### config.mk
export PLATFORM = sky130hd
export DESIGN_NAME = shift_sequencer
export DESIGN_NICKNAME = d
export VERILOG_FILES = /design/src/rtl/shift_sequencer_pkg.sv /design/src/rtl/shift_sequencer_rr_arb2.sv /design/src/rtl/shift_sequencer.sv
export SDC_FILE = /design/constraint.sdc
export NUM_CORES = 1
export LEC_CHECK = 0
export CAP_MARGIN = 15
export CORE_MARGIN = 8
export CORE_UTILIZATION = 38
export DETAILED_ROUTE_END_ITERATION = 10
export GPL_TIMING_DRIVEN = 0
export PLACE_DENSITY = 0.81
export SKIP_LAST_GASP = 1
export SYNTH_ARGS = -nofsm -noshare
export SYNTH_HDL_FRONTEND = slang
export SYNTH_SLANG_ARGS = --single-unit
### constraint.sdc
create_clock -name Clk -period 2 [get_ports Clk]
set_input_delay 0.4 -clock Clk [delete_from_list [all_inputs] [get_ports Clk]]
set_output_delay 0.4 -clock Clk [all_outputs]
set_load 0.1 [all_outputs]
### src/rtl/shift_sequencer_pkg.sv
// Shared types and constants for the shift sequencer.
// Op codes, FSM states and the rotate second-pass amount helper.
package shift_seq_pkg;

  localparam int W   = 32;
  localparam int SAW = 5;

  typedef enum logic [1:0] {
    OP_SLL = 2'b00,
    OP_SRL = 2'b01,
    OP_SRA = 2'b10,
    OP_ROR = 2'b11
  } op_e;

  typedef enum logic [1:0] {
    IDLE  = 2'd0,
    PASS1 = 2'd1,
    PASS2 = 2'd2,
    RESP  = 2'd3
  } state_e;

  // Left amount that completes a rotate: (32 - sa) mod 32
  function automatic logic [SAW-1:0] ror_sa2(
    input logic [SAW-1:0] sa
  );
    return {SAW{1'b0}} - sa;
  endfunction

endpackage

### src/rtl/shift_sequencer_rr_arb2.sv
// Two-request round-robin arbiter, purely combinational.
// The last-grant register lives in the parent.
module rr_arb2 (
  input  logic [1:0] req,
  input  logic       last_grant,
  output logic       grant_valid,
  output logic       grant_id
);

  always_comb begin
    grant_valid = |req;
    grant_id    = 1'b0;
    unique case (1'b1)
      (req == 2'b11): grant_id = ~last_grant;
      (req == 2'b10): grant_id = 1'b1;
      (req == 2'b01): grant_id = 1'b0;
      (req == 2'b00): grant_id = 1'b0;
    endcase
  end

endmodule

### src/rtl/shift_sequencer.sv
// Shares one external 32-bit barrel shifter between two requesters.
// Optional pass counter: define SHIFT_SEQUENCER_PASS_CNT_EN.
module shift_sequencer
  import shift_seq_pkg::*;
(
  input  logic           Clk,
  input  logic           Clrn,
  input  logic           req0_valid,
  output logic           req0_ready,
  input  logic [W-1:0]   req0_x,
  input  logic [SAW-1:0] req0_sa,
  input  logic [1:0]     req0_op,
  input  logic           req1_valid,
  output logic           req1_ready,
  input  logic [W-1:0]   req1_x,
  input  logic [SAW-1:0] req1_sa,
  input  logic [1:0]     req1_op,
  output logic [W-1:0]   sh_x,
  output logic [SAW-1:0] sh_sa,
  output logic           sh_arith,
  output logic           sh_right,
  input  logic [W-1:0]   sh_result,
  output logic           resp_valid,
  input  logic           resp_ready,
  output logic           resp_id,
  output logic [W-1:0]   resp_data,
  output logic [W-1:0]   pass_cnt
);

  state_e         state_q;
  logic           last_grant_q;
  logic           id_q;
  op_e            op_q;
  logic [W-1:0]   x_q;
  logic [SAW-1:0] sa_q;
  logic [W-1:0]   acc_q;

  logic grant_valid;
  logic grant_id;
  logic accept;

  rr_arb2 u_arb (
    .req         ({req1_valid, req0_valid}),
    .last_grant  (last_grant_q),
    .grant_valid (grant_valid),
    .grant_id    (grant_id)
  );

  assign accept     = (state_q == IDLE) && grant_valid;
  assign req0_ready = accept && !grant_id;
  assign req1_ready = accept && grant_id;

  assign resp_valid = (state_q == RESP);
  assign resp_id    = id_q;
  assign resp_data  = acc_q;

  always_comb begin
    sh_x     = '0;
    sh_sa    = '0;
    sh_arith = 1'b0;
    sh_right = 1'b0;
    unique case (state_q)
      PASS1: begin
        sh_x     = x_q;
        sh_sa    = sa_q;
        sh_right = (op_q != OP_SLL);
        sh_arith = (op_q == OP_SRA);
      end
      PASS2: begin
        sh_x  = x_q;
        sh_sa = ror_sa2(sa_q);
      end
      IDLE, RESP: ;
    endcase
  end

  always_ff @(posedge Clk or negedge Clrn) begin
    if (!Clrn) begin
      state_q      <= IDLE;
      last_grant_q <= 1'b1;
      id_q         <= 1'b0;
      op_q         <= OP_SLL;
      x_q          <= '0;
      sa_q         <= '0;
      acc_q        <= '0;
    end else begin
      unique case (state_q)
        IDLE: begin
          if (grant_valid) begin
            id_q         <= grant_id;
            last_grant_q <= grant_id;
            x_q          <= grant_id ? req1_x : req0_x;
            sa_q         <= grant_id ? req1_sa : req0_sa;
            op_q         <= op_e'(grant_id ? req1_op : req0_op);
            state_q      <= PASS1;
          end
        end
        PASS1: begin
          acc_q <= sh_result;
          // rotate by zero is already complete after one pass
          if (op_q == OP_ROR && sa_q != '0) begin
            state_q <= PASS2;
          end else begin
            state_q <= RESP;
          end
        end
        PASS2: begin
          acc_q   <= acc_q | sh_result;
          state_q <= RESP;
        end
        RESP: begin
          if (resp_ready) begin
            state_q <= IDLE;
          end
        end
      endcase
    end
  end

`ifdef SHIFT_SEQUENCER_PASS_CNT_EN
  logic [W-1:0] pass_cnt_q;

  always_ff @(posedge Clk or negedge Clrn) begin
    if (!Clrn) begin
      pass_cnt_q <= '0;
    end else if (state_q == PASS1 || state_q == PASS2) begin
      pass_cnt_q <= pass_cnt_q + 1'b1;
    end
  end

  assign pass_cnt = pass_cnt_q;
`else
  assign pass_cnt = '0;
`endif

endmodule
Yosys cells after proc, flatten, opt, wreduce, memory -nomap -nowiden
Cells that the tools add are included.
{"block": "totals", "input_bits": 115, "reg_bits": 75, "word_cells": 48, "output_inout_bits": 107}
{"block": "classes", "add_sub_neg": 1, "bitwise_logic": 2, "mux": 13, "reduce_logical": 15, "eq_ne": 10}
{"cell": "$mux W32", "count": 2}
{"cell": "$pmux W32 S2", "count": 1}
{"cell": "$or A32 B32 Y32", "count": 1}
{"cell": "$eq A2 B2 Y1 const B", "count": 6}
{"cell": "$pmux W5 S2", "count": 1}
{"cell": "$pmux W2 S4", "count": 1}
{"cell": "$mux W2", "count": 3}
{"cell": "$reduce_or A2 Y1", "count": 3}
{"cell": "$mux W5", "count": 1}
{"cell": "$reduce_bool A5 Y1", "count": 1}
{"cell": "$sub A1 B5 Y5 const A", "count": 1}
{"cell": "$eq A2 B1 Y1 const B", "count": 2}
{"cell": "$logic_and A1 B1 Y1", "count": 4}
{"cell": "$logic_not A2 Y1", "count": 2}
{"cell": "$reduce_and A2 Y1", "count": 2}
{"cell": "$reduce_bool A2 Y1", "count": 2}
{"cell": "$mux W1", "count": 3}
{"cell": "$pmux W1 S3", "count": 1}
{"cell": "$ne A2 B1 Y1 const B", "count": 1}
{"cell": "$ne A2 B2 Y1 const B", "count": 1}
{"cell": "$logic_not A1 Y1", "count": 1}
{"cell": "$not A1 Y1", "count": 1}

Longest topological paths before layout
{"block": "depth", "ltp_word": 5, "depth_mapped": 6, "ltp_nobuf": 6}

Cells and area by module
A second synthesis with hierarchy kept.
{"block": "unflattened", "cells_unflattened": 363, "area_unflattened_um2": 3787.4}
{"module": "shift_sequencer", "instances": 1, "cells_per_inst": 361, "area_per_inst_um2": 3773.6, "seq_area_each_um2": 1878.1}
{"module": "rr_arb2", "instances": 1, "cells_per_inst": 2, "area_per_inst_um2": 13.8, "seq_area_each_um2": 0.0}

Worst setup path after synthesis
Ideal clock, no wire load.
{"block": "synth_path", "kind": "reg2out", "from": "register state_q[0]", "to": "output port sh_sa[3]", "path_buffers": 2, "t_arrival_ps": 2687, "stages_incl_launch_ff": 6, "path_slack_ps": -1087, "required_time_ps": 1600, "path_cell_list": "dfrtp_1 inv_1 ha_1 clkbuf_1 clkbuf_1 a21boi_1"}
{"block": "synth_between", "elab_chain_cells": 2, "elab_cells_between_ends": 3, "cone_classes": "eq/ne: 2; mux: 1"}
{"element": "start: declaration", "line_no": "shift_sequencer.sv:30", "rtl": "state_e state_q;"}
{"element": "start signal: assignment", "line_no": "shift_sequencer.sv:79", "rtl": "state_q <= IDLE;"}
{"element": "start signal: assignment", "line_no": "shift_sequencer.sv:95", "rtl": "state_q <= PASS1;"}
{"element": "start signal: assignment", "line_no": "shift_sequencer.sv:102", "rtl": "state_q <= PASS2;"}
{"element": "$eq A2 B2 Y1 or $eq A2 B1 Y1 (tied branches)", "line_no": "shift_sequencer.sv:62", "rtl": "unique case (state_q)"}
{"element": "$pmux W5 S2 *", "line_no": "shift_sequencer.sv:62"}
{"element": "end: declaration", "line_no": "shift_sequencer.sv:19", "rtl": "output logic [SAW-1:0] sh_sa,"}
Mark *: on every way between the ends. The rest lies on a longest branch, timed or not.

Worst setup path in the final report
{"block": "layout_path", "from": "register sa_q[1]", "to": "output port sh_sa[4]"}
{"block": "layout_between", "elab_chain_cells": 2}
{"element": "start: declaration", "line_no": "shift_sequencer.sv:35", "rtl": "logic [SAW-1:0] sa_q;"}
{"element": "start signal: assignment", "line_no": "shift_sequencer.sv:93", "rtl": "sa_q <= grant_id ? req1_sa : req0_sa;"}
{"element": "$sub A1 B5 Y5", "line_no": "shift_sequencer_pkg.sv:26", "rtl": "return {SAW{1'b0}} - sa;"}
{"element": "$pmux W5 S2", "line_no": "shift_sequencer.sv:62"}
Every way passes these cells.

==> flow_summary.toml <==
[timing]
finClkSkew_ps = 11.1
final-setup-viol-count = 37
layout_setup_ws_ps = -221
fin_crit_ps = 2220
tightest_slew_ps = 996
rsz0062_at_grt = "true"
fin_crit_sh_pct = 111
hold_viol = 0
maxSlewViolCount = 0
max_freq_mhz = 450
slew_headroom_pct = 33.9

[setup_path]
cp-end-kind = "output pin"
worstPathCellList = "inv_1 > ha_2 > nor3b_2 > ha_1 > a22oi_2 > nor2b_4 > buf_12"
crit_path_start_kind = "flip-flop"
max_stage_delay_ps = 390
required_ps = 1600
worst-setup-path-type = "flip-flop to output pin"
path_max_fanout = 2
critPathSlowestCell = "dfrtp_1"
path_delay_family = "adder cells"
cp_data_arrival_time_ps = 1820
crit_buf_inv = 2

[placed_design]
numPortBuffers = 189
place_area_mm2 = 0.00598
place_congestion = 0.755
place_ws_ps = -1280
dp.cells = 677
dp_hpwl_um = 9440

[synth]
yosysUniqueCellTypes = 34
syn_avg_cell_area_um2 = 11.4
synth_cells = 323
ys_async_sr_fraction_pct = 100
synth-seq-cells = 75
netlist_area_mm2 = 0.00369
synth_edf_count = 0
synth.area.mux_share_pct = 0
ys_seq_area_share_pct = 50.9
synthXorXnorAreaFrac_pct = 0.237
synth.area.top_cells = "dfrtp_1 (50%), a221o_1 (11%), a22o_1 (7.6%), buf_4 (6.5%), and2_0 (6.1%)"
yosys.area_share.simple_pct = 14.8
synth_top_area_share_pct = 50.2
synth_top_family_by_area = "compound AO/OA/AOI/OAI gates"
ys.flop_type = "dfrtp_1"
synth_warnings = 0
synth_adder_area_share_pct = 2.37
synth_compound_area_share_pct = 21.6
synth_top_area_cell = "dfrtp_1"

[run]
drv_cap = 0

[clocking]
cts_sinks = 75
cts_buffers = 9
cts_buffer_depth = 2
root_buffer = "clkbuf_8"
clk_latency_ps = 340
cts_tree = "yes"
cts_max_level = 3
cts.clk_slew.worst_paths_ps = 80

[grt]
grt_pass1_vias = 3744
grt_pass1_wl_um = 19600
grt_max_degree = 45
antenna_found_initial = 0
grt_usage_pct = 19.1
grt-ovfl-total = 0

[floorplanning]
row_count = 36
chipWidth_um = 115
ios = 222
die_y_um = 115
core_mm2 = 0.00959
initial_core_util_pct = 38.4
die-area_mm2 = 0.0131

[run_status]
outcome = "complete, but fails checks"
violations = "setup timing"

[layout]
final_area_mm2 = 0.00696
multiInputGateArea_mm2 = 0.00175
final_common_cell = "clkdlybuf4s50_1"
final_cells = 715
area_growth_pct = 88.8
utilization_pct = 72.6
drive_gt1_share_pct = 32.6
nFillCells = 676
final_cell_mix = "clkdlybuf4s50_1 (112), dfrtp_1 (74), buf_4 (50)"
antenna_cells = 0
layout.nets = 699
ff_latch_area_mm2 = 0.00188

[drt]
wl_per_cell_um = 18.2
drt-pass1-iter-count = 4
dr.first_iter.drc_count = 177
drc_errors = 0
via_count = 3488
vias_per_cell = 4.88
drt-total-wl_um = 13000
ant_nets = 0

[min_path]
hold_path.class = "flip-flop to flip-flop"
## timing repair
item	4_1_cts	5_1_grt
endpoints found under the setup margin	75	76
endpoints found under the hold margin	17	0
hold buffers	1	0
pin swaps	0	28
gates cloned	0	4
setup buffers	12	7
resized for setup	428	75
## per-stage QoR
step,setup TNS [ps],hold WS (ps)
2_1_floorplan,-472,104
3_3_place_gp,-195190,460
3_5_place_dp,-45540,371
4_1_cts,-9030,477
5_1_grt,-7850,489
6_report,-4250,476
## flip-flops by register name, indices dropped and copies added (netlist names)
signal,cells
last_grant_q,1
sa_q,5
op_q,2
x_q,32
resp_id,1
state_q,2
resp_data,32
## routing by layer
layer / vias to the layer above / part of all wire (%) / GRT usage, %
li1: 1613 / - / -
met1: 1681 / 38 / 20.4
met2: 164 / 50 / 33.0
met3: 30 / 9.3 / 7.49
met4: 0 / 2.4 / 7.99
met5: - / 0 / 0
## cells by family after synthesis
group / count (synthesis)
simple gates: 89
xor+xnor: 1
other cells: 1
flops: 75
buf+inv: 63
fa+ha+maj: 7
compound gates: 87
## final timing paths
check	slack [ps]	cells after the start	endpoint	startpoint
max	-220	7	sh_sa[4]	sa_q[1]
min	480	1	resp_id	resp_id
max reg2reg	200	5	resp_data[3]	state_q[0]
min reg2reg	480	1	resp_id	resp_id
max in group asynchronous	870	3	sa_q[0]	Clrn
min in group asynchronous	550	2	resp_data[19]	Clrn
## layout make-up
type	instances	share of cell area (%)
Clock buffer	10	1.83
Inverter	7	0.377
Tap cell	133	2.39
Timing Repair Buffer	214	36.1
Clock inverter	6	1.29
Multi-Input combinational cell	216	25.2
Buffer	54	5.80
Sequential cell	75	27.0
## cell usage after synthesis, types with 2 or more instances
cell and number:
nand2_1 5, clkbuf_1 13, inv_1 7, a22oi_1 3, a22o_1 32, buf_4 32
and2_1 36, nand3_1 2, a21o_1 2, dfrtp_1 74, ha_1 7, buf_2 11
a221o_1 39, and2_0 36, nor2b_1 3, o21ai_0 2, nand2b_1 2
## worst register-to-register path, cell delays in order, from the launching register on
cell and delay, ps:
dfrtp_1 420, inv_2 100, ha_1 350, nand2b_1 250, clkbuf_1 400, a22o_1 220
Power is left out: the tool's default activity adds up to more than one toggle a clock period on the data nets, which glitch-free logic cannot reach.
==> RTL change (same flow settings) <==
Set the package constant `W` to 16 (it was 32).
--- a/src/rtl/shift_sequencer_pkg.sv
+++ b/src/rtl/shift_sequencer_pkg.sv
@@ -4,3 +4,3 @@
 
-  localparam int W   = 32;
+  localparam int W   = 16;
   localparam int SAW = 5;
Interface: changed (6 resized); port bits go from 222 to 126. The function was not compared with the original's and may differ.
==> RTL change against the unedited design <==
The run still ends with negative setup slack left. Sequential cell count is 32 lower. Highest routed layer unchanged. Non-clock buffer count is 115 lower. Worst setup slack better by 0.083 ns. Wire length is 42% lower. Via count is 41% lower. Synthesized cell count is 39% lower. Worst hold slack worse by 0.40 ns. Area after synthesis is 39% lower. Critical endpoint unchanged. Cell area is 40% lower.
Power is not shown: default switching activity piles up to over one toggle a cycle in this logic, so the estimate is an artifact.
==> RTL change: results (changes against the unedited design) <==
[placement]
post_dp_cell_area_um2=3590  ; was 5980 um^2
port_buffers=109  ; was 189
gp_congestion=0.741  ; was 0.755
hpwl_um=5420  ; was 9440 um

[yosys]
synth_cell_types=36  ; was 34
ys_async_sr_fraction=1.00  ; unchanged
yosysWarnings=0  ; unchanged
yosys-top-cells-count=dfrtp_1 (42), a221o_1 (23), and2_0 (22)  ; was dfrtp_1 (74), a221o_1 (39), and2_0 (36), and2_1 (36)
ys_seq_area_frac=0.481  ; was 0.509
yosys-top-cells-area=dfrtp_1 (47%), a221o_1 (10%), a22o_1 (6.3%)  ; was dfrtp_1 (50%), a221o_1 (11%), a22o_1 (7.6%)

[global_routing]
grt_pass1_wl_um=12200  ; was 19600 um
track_usage=0.179  ; was 0.191
grt_pass1_vias=2433  ; was 3744
grt_max_degree=23  ; was 45
grt_antenna_before_repair=0  ; unchanged

[layout]
n_antenna_cell=0  ; unchanged
nNetsFinal=418  ; was 699
drive_gt1_frac=0.342  ; was 0.326
n_fill_cell=458  ; was 676

[sta]
worst_slack_ns=-0.138  ; was -0.221 ns
setup_violations=21  ; was 37
skew_ns=0.00608  ; was 0.0111 ns
slew_headroom=0.343  ; was 0.339

[clocking]
path_clk_slew_ns=0.08  ; about the same
htree_levels=2  ; was 3
cts_made_buffers=5  ; was 9
cts_buffer_depth=2  ; unchanged
insertion_delay_ns=0.29  ; was 0.34 ns
cts-root-buf=clkbuf_8  ; unchanged

[drt]
wl_per_cell_um=17.9  ; was 18.2 um
drtIter0Drc=63  ; was 177
routed_via_density=4.93  ; was 4.88
firstDrtPassIters=4  ; unchanged

[run_status]
status=finished, violations left  ; unchanged
violations=negative setup slack  ; unchanged

[hold_path]
hold_class=primary input to asynchronous set/reset pin  ; was flip-flop to flip-flop

[worst_setup_path]
cp.arrival_ns=1.74  ; was 1.82 ns
critPathMaxStageDelay_ns=0.39  ; about the same
cp_max_fo=2  ; unchanged
cpLargestDelayFamily=adder cells  ; unchanged
critical_path.slowest_cell=dfrtp_1  ; unchanged

## RTL change: cell types whose count changed after synthesis, moves of 2 or more
cell	before	now
buf_2	11	4
dfrtp_1	74	42
a22o_1	32	16
o21ai_0	2	0
buf_4	32	18
nor2_1	1	3
buf_6	0	2
clkbuf_1	13	4
a211oi_1	0	2
a221o_1	39	23
and2_0	36	22
and2_1	36	17
## RTL change: path summary, 6_finish.rpt
kind	end	startpoint	slack [ns]	cells past startpoint
setup / recovery	sh_sa[4]	sa_q[1]	-0.14	7
hold / removal	resp_data[14]	Clrn	0.07	1
setup reg to reg	resp_data[14]	state_q[1]	0.34	6
hold reg to reg	resp_id	resp_id	0.50	1
max in group asynchronous	x_q[3]	Clrn	1.43	2
min in group Clk	resp_id	resp_id	0.50	1
## RTL change: kinds of logic (layout without fill, tap and decap cells)
group,Yosys count,in the layout,synth area share
other,1,16,0.00167
AOI/OAI and AO/OA,55,55,0.224
and+or+nand+nor,55,55,0.147
adders and majority gates,7,7,0.0391
DFF,43,43,0.481
buffers and inverters,35,167,0.0983
xor gates and xnor gates,1,1,0.00391
muxes,1,1,0.00502
## RTL change: metrics by stage
step | setup TNS (ns) | instances | setup WS (ns)
6_report | -1.36 | 420 | -0.138
5_1_grt | -2.83 | 420 | -0.243
4_1_cts | -1.27 | 415 | -0.151
3_5_place_dp | -25.32 | 398 | -1.18
3_3_place_gp | -49.91 | 397 | -1.16
2_1_floorplan | -0.470 | 213 | -0.0834
## RTL change: timing repair
action,CTS,global route
setup buffers,8,5
setup endpoints to repair,43,25
cloned,2,0
hold endpoints to repair,0,0
pin swaps,14,4
resized for setup,281,7
## RTL change: layout make-up
cell class	count	area [um^2]	area share
repair buffers	125	1450	0.350
clock buffers	5	68.8	0.0166
clock inverters	3	15.0	0.00362
plain buffers	28	260	0.0627
well taps	75	93.8	0.0226
inverters	6	22.5	0.00543
multi-input cells	135	1160	0.280
flip-flops and latches	43	1080	0.260
## RTL change: per-layer routing
layer / routed length (um) / vias up / track usage
met5: 0 / - / 0
met4: 85 / 0 / 0.0430
met3: 582 / 9 / 0.0639
met2: 3990 / 74 / 0.330
met1: 2880 / 1010 / 0.188
li1: - / 976 / -
